## config.mk

```make
export PLATFORM = sky130hd
export DESIGN_NAME = avfcl_acc_reader
export DESIGN_NICKNAME = d
export VERILOG_FILES = /design/src/rtl/avfcl_acc_reader.sv
export SDC_FILE = /design/constraint.sdc
export NUM_CORES = 1
export LEC_CHECK = 0
export ABC_AREA = 1
export CAP_MARGIN = 0
export CORE_ASPECT_RATIO = 1.1
export CORE_MARGIN = 4
export CORE_UTILIZATION = 40
export DETAILED_ROUTE_END_ITERATION = 12
export GPL_ROUTABILITY_DRIVEN = 0
export PLACE_DENSITY = 0.68
export SYNTH_ARGS = -nofsm -noshare
export SYNTH_HDL_FRONTEND = slang
export SYNTH_SLANG_ARGS = --single-unit
```

## constraint.sdc

```tcl
create_clock -name clk -period 11.35 [get_ports clk]
set_input_delay 1.135 -clock clk [delete_from_list [all_inputs] [get_ports clk]]
set_output_delay 1.135 -clock clk [all_outputs]
set_load 0.02 [all_outputs]
```

## src/rtl/avfcl_acc_reader.sv

```systemverilog
// Epoch-based readout of the six AVF structure accumulators: on each epoch
// boundary the modular growth of every accumulator is streamed as a tagged record.
module avfcl_acc_reader #(
  parameter int ACC_W   = 25,
  parameter int EPOCH_W = 16,
  parameter int EIDX_W  = 16
) (
  input  logic               clk,
  input  logic               reset,
  input  logic               enable,
  input  logic [EPOCH_W-1:0] epoch_len,
  input  logic [ACC_W-1:0]   iq_acc,
  input  logic [ACC_W-1:0]   rob_acc,
  input  logic [ACC_W-1:0]   lq_acc,
  input  logic [ACC_W-1:0]   sq_acc,
  input  logic [ACC_W-1:0]   ib_acc,
  input  logic [ACC_W-1:0]   prf_acc,
  output logic               out_valid,
  input  logic               out_ready,
  output logic [2:0]         out_id,
  output logic [ACC_W-1:0]   out_delta,
  output logic [EIDX_W-1:0]  out_epoch,
  output logic               out_last,
  output logic               overrun,
  output logic               busy
);

  localparam int         NSRC    = 6;
  localparam logic [2:0] LAST_ID = 3'd5;

  typedef enum logic {IDLE, SEND} state_t;

  state_t             r_state, w_next_state;
  logic [EPOCH_W-1:0] r_cnt;
  logic [EIDX_W-1:0]  r_epoch_idx;
  logic [EIDX_W-1:0]  r_snap_epoch;
  logic [ACC_W-1:0]   r_prev  [NSRC];
  logic [ACC_W-1:0]   r_delta [NSRC];
  logic [2:0]         r_idx;
  logic               r_overrun;

  logic [ACC_W-1:0]   w_acc [NSRC];
  logic               w_run, w_terminal, w_handshake, w_sample;

  assign w_acc[0] = iq_acc;
  assign w_acc[1] = rob_acc;
  assign w_acc[2] = lq_acc;
  assign w_acc[3] = sq_acc;
  assign w_acc[4] = ib_acc;
  assign w_acc[5] = prf_acc;

  // >= rather than == so a shortened epoch_len ends the epoch immediately
  assign w_run       = enable && (epoch_len != '0);
  assign w_terminal  = w_run && (r_cnt >= epoch_len - EPOCH_W'(1));
  assign w_handshake = (r_state == SEND) && out_ready;
  assign w_sample    = (r_state == IDLE) && w_terminal;

  // NOTE: sequential state uses non-blocking assignments so every register
  // samples pre-edge values, independent of statement order.
  always_ff @(posedge clk) begin
    if (reset) begin
      r_cnt       <= '0;
      r_epoch_idx <= '0;
    end else if (w_terminal) begin
      r_cnt       <= '0;
      r_epoch_idx <= r_epoch_idx + EIDX_W'(1);
    end else if (w_run) begin
      r_cnt       <= r_cnt + EPOCH_W'(1);
    end
  end

  always_ff @(posedge clk) begin
    if (reset) r_state <= IDLE;
    else       r_state <= w_next_state;
  end

  // NOTE: every combinational output gets a default first so no path
  // through the case leaves it unassigned and infers a latch.
  always_comb begin
    w_next_state = r_state;
    case (r_state)
      IDLE:    if (w_terminal) w_next_state = SEND;
      SEND:    if (out_ready && (r_idx == LAST_ID)) w_next_state = IDLE;
      default: w_next_state = IDLE;
    endcase
  end

  // NOTE: prev/delta are reset explicitly; the first delta after reset must
  // equal the raw accumulator value, so these are not left uninitialised.
  // A boundary hit during SEND leaves prev untouched, so the next delta spans
  // every dropped epoch.
  always_ff @(posedge clk) begin
    if (reset) begin
      for (int i = 0; i < NSRC; i++) begin
        r_prev[i]  <= '0;
        r_delta[i] <= '0;
      end
      r_idx        <= '0;
      r_snap_epoch <= '0;
      r_overrun    <= 1'b0;
    end else begin
      if (w_sample) begin
        for (int i = 0; i < NSRC; i++) begin
          r_delta[i] <= w_acc[i] - r_prev[i];
          r_prev[i]  <= w_acc[i];
        end
        r_idx        <= '0;
        r_snap_epoch <= r_epoch_idx;
      end else if (w_handshake) begin
        r_idx <= (r_idx == LAST_ID) ? 3'd0 : r_idx + 3'd1;
      end
      if ((r_state == SEND) && w_terminal) r_overrun <= 1'b1;
    end
  end

  always_comb begin
    out_valid = 1'b0;
    busy      = 1'b0;
    out_id    = '0;
    out_delta = '0;
    out_epoch = '0;
    out_last  = 1'b0;
    if (r_state == SEND) begin
      out_valid = 1'b1;
      busy      = 1'b1;
      out_id    = r_idx;
      out_delta = r_delta[r_idx];
      out_epoch = r_snap_epoch;
      out_last  = (r_idx == LAST_ID);
    end
  end

  assign overrun = r_overrun;

endmodule

```

==> impl_metrics.tcl, run 1 <==
set metrics [dict create \
    grt_util_all_layers 0.1990 \
    outcome "completed" \
    critPathKind "in2reg" \
    layout_common_cells "nand2_1, inv_1, nor2_1" \
    avgViaCountPerCell 4.800 \
    wl_per_cell_um 14.55 \
    yosys_register_bits 356 \
    final_net_count 4506 \
    cp.arrival_ns 6.12 \
    cp.required_ns 11.54 \
    antenna_cells 0 \
    ant_nets 0 \
    yosysUniqueCellTypes 34 \
    max_cap_violations 0 \
    synth.mux.area_fraction 0 \
    cts-htree-levels 2 \
    p_sw_mw 1.003 \
    final_cells 5056 \
    clk_pin_slew_ns 0.06 \
    syn-num-nets 4319 \
    synthSimpleGateAreaFrac 0.3094 \
    worst_r2r_path_depth 12 \
    power.internal_mw 2.430 \
    start_kind "primary input" \
    synth_top_family_by_area "simple AND/OR/NAND/NOR gates" \
    slew-limit-headroom 0.2748 \
    dr.pass1.iters 6 \
    dp_hpwl_um 56680 \
    ys_warn_count 0 \
    p_seq_frac 0.426 \
    synthCells 3980 \
    ys_seq_area_frac 0.3740 \
    fmax_mhz 168.6 \
    r2r_start "r_cnt[7]$_SDFFE_PP0P_" \
    rsz0062_at_grt "no" \
    die_area_um2 71940 \
    post_cts.repair.setup_buffers 0 \
    initial_core_util 0.4056 \
    synth.avg_cell_area_um2 6.805 \
    r2r-end "r_prev[3][10]$_SDFFCE_PN0P_" \
    drive_gt1_frac 0.02168 \
    synth_compound_area_frac 0.05599 \
    tightest_slew_ns 1.088 \
    grt_pass1_wl_um 117300 \
    final-setup-viol-count 0 \
    grt_max_degree 234 \
    power.leakage_nw 15.96 \
    cp-end-kind "register" \
    final_common_cell "nand2_1" \
    holdBufCountCts 0 \
    path_max_fanout 164 \
    drt_first_iter_violations 1927 \
    ir_worst_vdd_v 0.0001039 \
    maxSlewViolCount 0 \
    p_per_area_nw_per_um2 109.8 \
    multiInputGateArea_um2 13000 \
    whs_path_depth 2 \
    numCtsBuffers 42 \
    dp_cells 4981 \
    holdPathEnd "overrun$_SDFFE_PP0P_" \
    finalSetupTns_ns 0 \
    hp-start "overrun$_SDFFE_PP0P_" \
    fillCellCount 6823 \
    netlist_area_um2 27080 \
    grt_overflow 0 \
    port_buffers 217 \
    cts_tree "yes" \
    cts_resized 0 \
    clockBufferDepth 3 \
    netSwitchingFraction 0.2921 \
    power_frac_comb 0.193 \
    cts-root-buf "clkbuf_16" \
    insertion_delay_ns 0.60 \
    rows 99 \
    placed_cell_area_um2 29940 \
    final.min_clock_period_ns 5.932 \
    io_pins 218 \
    core_region_area_um2 66770 \
    vias 24270 \
    hold_class "reg2reg" \
    area_growth_pct 15.39 \
    grt_pass1_vias 22800 \
    synth_xor_area_frac 0.03428 \
    pwr-share-clk 0.381 \
    finalClockSkew_ns 0.03309 \
    die-height_um 280.9 \
    wl_um 73580 \
    regArea_um2 10130 \
    hold_viol_final 0 \
    clock_sinks 356 \
    die_w_um 256.1 \
    route.detailed.drc 0 \
    synth-adder-area-share 0.07974 \
    r2r_setup_slack_ns 7.07 \
    antenna_found_initial 0 \
    stdcell_area_um2 31250 \
    min_period_over_period 0.5227 \
]
-- power by group through the flow --
stage | clock network (mW) | registers [mW] | logic (mW)
finish | 1.31 | 1.46 | 0.662
detailed placement | 0 | 1.49 | 0.659
global route | 1.39 | 1.46 | 0.752
global placement | 0 | 1.49 | 0.659
CTS | 1.34 | 1.46 | 0.664
floorplan | 0 | 1.50 | 0.441
-- cells in the mapped netlist --
| cell | count | area, µm² |
|---|---|---|
| xnor2_1 | 34 | 297.8 |
| inv_1 | 920 | 3453 |
| or2_1 | 1 | 6.260 |
| buf_6 | 9 | 101.4 |
| o21ai_0 | 61 | 305.3 |
| fa_1 | 6 | 120.1 |
| a21oi_2 | 1 | 8.760 |
| buf_4 | 28 | 210.2 |
| nand3_2 | 3 | 30.03 |
| nor2_4 | 1 | 11.26 |
| xor2_1 | 72 | 630.6 |
| or2_2 | 2 | 12.51 |
| nand3_1 | 213 | 1066 |
| nor3_1 | 31 | 155.2 |
| nor3b_1 | 1 | 7.510 |
| nand2_1 | 1058 | 3971 |
| dfxtp_1 | 56 | 1121 |
| nand4_1 | 86 | 538.0 |
| nand2_2 | 2 | 12.51 |
| a21o_1 | 1 | 7.510 |
| ha_1 | 163 | 2039 |
| buf_2 | 7 | 35.03 |
| inv_4 | 1 | 6.260 |
| inv_2 | 5 | 18.77 |
| and2_1 | 21 | 131.4 |
| nor2_2 | 1 | 6.260 |
| edfxtp_1 | 300 | 9009 |
| o21bai_1 | 12 | 90.09 |
| nor2_1 | 642 | 2410 |
| clkbuf_1 | 25 | 93.84 |
| a21oi_1 | 177 | 885.9 |
| buf_1 | 13 | 48.80 |
| nand2_4 | 2 | 22.52 |
| o32ai_1 | 25 | 219.0 |
-- worst max-delay path, cell delays in order --
cell,delay [ns]
clkdlybuf4s50_1,0.47
nor2_1,0.16
nand2_1,0.11
nor2_1,0.16
nand3_1,0.14
nor3_1,0.20
xor2_1,0.17
inv_1,0.06
ha_1,0.30
nand4_1,0.13
nor2_1,0.12
nand2_1,0.05
inv_1,0.04
nand2_1,0.08
nand2_1,0.47
nand3_2,0.47
nand2_4,0.93
buf_12,0.69
-- cells by family after synthesis --
group | Yosys count
AOI/OAI and AO/OA | 277
xor gates and xnor gates | 106
adders and majority gates | 169
buffers and inverters | 1008
DFF | 356
and+or+nand+nor | 2064
-- registers in the layout, summed over array words and instances (netlist names), named ones only --
register / cells
r_delta: 150
r_cnt: 16
r_state: 1
r_epoch_idx: 16
r_prev: 150
r_snap_epoch: 16
overrun: 1
r_idx: 3
-- metrics by stage --
stage / hold slack (ns) / util / worst slack (ns) / total power, mW
final: 0.4484 / 0.4681 / 5.418 / 3.433
after global routing: 0.4825 / 0.4681 / 4.897 / 3.601
after CTS: 0.4502 / 0.4681 / 5.394 / 3.463
after detailed placement: 0.4407 / 0.4484 / 4.790 / 2.147
after global placement: 0.4389 / 0.4484 / 4.849 / 2.147
after floorplan: 0.4474 / - / 1.244 / 1.939
-- worst max path at each step --
stage             startpoint                          end  slack [ns]  cells after the start
2_1_floorplan  epoch_len[10]  r_delta[0][0]$_SDFFCE_PN0P_        1.24                     13
3_3_place_gp    epoch_len[2]   r_prev[4][5]$_SDFFCE_PN0P_        4.85                     18
3_5_place_dp    epoch_len[2]   r_prev[4][5]$_SDFFCE_PN0P_        4.79                     18
4_1_cts         epoch_len[2]  r_delta[1][0]$_SDFFCE_PN0P_        5.39                     18
5_1_grt         epoch_len[2]  r_delta[1][0]$_SDFFCE_PN0P_        4.90                     20
6_report        epoch_len[2]  r_prev[3][10]$_SDFFCE_PN0P_        5.42                     18
-- layout make-up --
| class | count | area share |
|---|---|---|
| Sequential cell | 356 | 0.3242 |
| Multi-Input combinational cell | 2616 | 0.4160 |
| Timing Repair Buffer | 225 | 0.07223 |
| Tap cell | 858 | 0.03435 |
| Inverter | 926 | 0.1113 |
| Clock inverter | 22 | 0.004004 |
| Clock buffer | 53 | 0.03796 |
-- metal layers --
| metal | up-vias | GRT usage | wire [µm] |
|---|---|---|---|
| li1 | 12650 | - | - |
| met2 | 605 | 0.3545 | 35690 |
| met5 | - | 0 | 0 |
| met1 | 10920 | 0.2591 | 32570 |
| met3 | 90 | 0.02334 | 3596 |
| met4 | 0 | 0.04825 | 1722 |
No activity file was read; power rests on OpenSTA's default activity.
==> run 2: changes to the inputs <==
==> constraint.sdc (replaced) <==
create_clock -name clk -period 5.6 [get_ports clk]
set_input_delay 0.56 -clock clk [delete_from_list [all_inputs] [get_ports clk]]
set_output_delay 0.56 -clock clk [all_outputs]
set_load 0.02 [all_outputs]
==> impl_metrics.tcl, run 2 (synthesis gave the netlist of run 1 again) <==
set metrics [dict create \
    dp_cells 4991 \
    final_cells 5074 \
    multiInputGateArea_um2 13010 \
    finalClockSkew_ns 0.02952 \
    rsz0062_at_grt "no" \
    whs_path_depth 2 \
    pwr-share-clk 0.411 \
    power.leakage_nw 16.10 \
    cts_tree "yes" \
    die_area_um2 71940 \
    post_cts.repair.setup_buffers 0 \
    core_region_area_um2 66770 \
    slew-limit-headroom 0.3927 \
    final_common_cell "nand2_1" \
    cp.depth 6 \
    power.internal_mw 5.203 \
    finalSetupTns_ns 0 \
    final.min_clock_period_ns 4.044 \
    final_net_count 4519 \
    largest_registers "r_delta: 150 flops, r_prev: 150 flops" \
    grt_overflow 0 \
    final-setup-viol-count 0 \
    ant_nets 0 \
    initial_core_util 0.4056 \
    cts-htree-levels 2 \
    cts_resized 0 \
    max_cap_violations 0 \
    fmax_mhz 247.3 \
    drive_gt1_frac 0.02704 \
    p_per_area_nw_per_um2 232.6 \
    regArea_um2 10130 \
    layout_common_cells "nand2_1, inv_1, nor2_1" \
    path_max_fanout 75 \
    clk_pin_slew_ns 0.06 \
    drt_first_iter_violations 1885 \
    maxSlewViolCount 0 \
    outcome "completed" \
    grt_pass1_wl_um 118100 \
    grt_util_all_layers 0.2013 \
    dp_hpwl_um 58430 \
    min_period_over_period 0.7222 \
    cp.required_ns 5.04 \
    die-height_um 280.9 \
    dr.pass1.iters 5 \
    setup_slack_ns 1.556 \
    hold_viol_final 0 \
    timing.hold.ws_ns 0.4513 \
    cp-end-kind "output pin" \
    hp-start "overrun$_SDFFE_PP0P_" \
    tightest_slew_ns 0.9096 \
    fin_total_pwr_mw 7.352 \
    netSwitchingFraction 0.2922 \
    start_kind "register" \
    grt_pass1_vias 22820 \
    clockBufferDepth 3 \
    worst_r2r_path_depth 4 \
    preCtsSetupSlack_ns 1.511 \
    port_buffers 217 \
    grt_max_degree 124 \
    rows 99 \
    hold_class "reg2reg" \
    area_growth_pct 16.72 \
    critPathMaxStageDelay_ns 0.71 \
    slowest_stage "clkdlybuf4s50_1" \
    critPathKind "reg2out" \
    route.detailed.drc 0 \
    clock_sinks 356 \
    worst-path-buf-inv 2 \
    p_sw_mw 2.148 \
    p_seq_frac 0.403 \
    io_pins 218 \
    crit_path_cell_trace "buf_4 > nor2_1 > o32ai_1 > nand2_1 > a21oi_1 > clkdlybuf4s50_1" \
    avgViaCountPerCell 4.823 \
    power_frac_comb 0.186 \
    die_w_um 256.1 \
    wl_per_cell_um 14.76 \
    holdBufCountCts 0 \
    insertion_delay_ns 0.60 \
    cts-root-buf "clkbuf_16" \
    numCtsBuffers 45 \
    fillCellCount 6718 \
    cp.arrival_ns 3.48 \
    r2r_start "r_state$_SDFF_PP0_" \
    antenna_found_initial 0 \
    ir_worst_vdd_v 0.0002281 \
    vias 24470 \
    wl_um 74880 \
    cpLargestDelayFamily "buffers and inverters" \
    antenna_cells 0 \
]
[run 2: changes by cell type in the layout (fill, tap and decap cells not counted), moves of 2 or more]
cell	change
clkinv_1	-4
clkinv_2	-3
clkinvlp_4	+6
clkinv_4	+2
bufinv_16	+6
buf_12	+5
buf_4	+5
clkbuf_8	-3
[run 2: final timing paths]
kind                             endpoint  slack (ns)
max                         out_delta[14]        1.56
min                  overrun$_SDFFE_PP0P_        0.45
max reg2reg  r_delta[2][11]$_SDFFCE_PN0P_        2.89
min reg2reg          overrun$_SDFFE_PP0P_        0.45
[run 2: layer usage]
metal	global-route usage	part of all wire
met5	0	0
met4	0.05697	0.024
met3	0.02460	0.049
met2	0.3600	0.49
met1	0.2571	0.44
[run 2: power by group through the flow]
stage / Combinational (mW) / Clock [mW] / Sequential [mW]
CTS: 1.37 / 3.10 / 2.96
detailed placement: 1.35 / 0 / 3.01
finish: 1.37 / 3.02 / 2.96
global placement: 1.36 / 0 / 3.01
global route: 1.54 / 3.20 / 2.96
floorplan: 0.894 / 0 / 3.01
[run 2: cell type report]
class	count	area share
multi-input cells	2616	0.4115
flip-flops and latches	356	0.3205
clock buffers	50	0.03622
clock inverters	33	0.01199
repair buffers	235	0.07576
well taps	858	0.03396
inverters	926	0.1100
[run 2: through the flow]
stage,util,cell area (µm²)
global route,0.4735,31610
finish,0.4735,31610
CTS,0.4735,31610
floorplan,-,27090
global placement,0.4506,30090
detailed placement,0.4506,30090
[run 2: tightest hold or removal path, delay by kind of cell, from the launching register on]
| family | cells | cell delay [ns] |
|---|---|---|
| compound gates | 1 | 0.05 |
| buf+inv | 1 | 0.05 |
| flops | 1 | 0.31 |
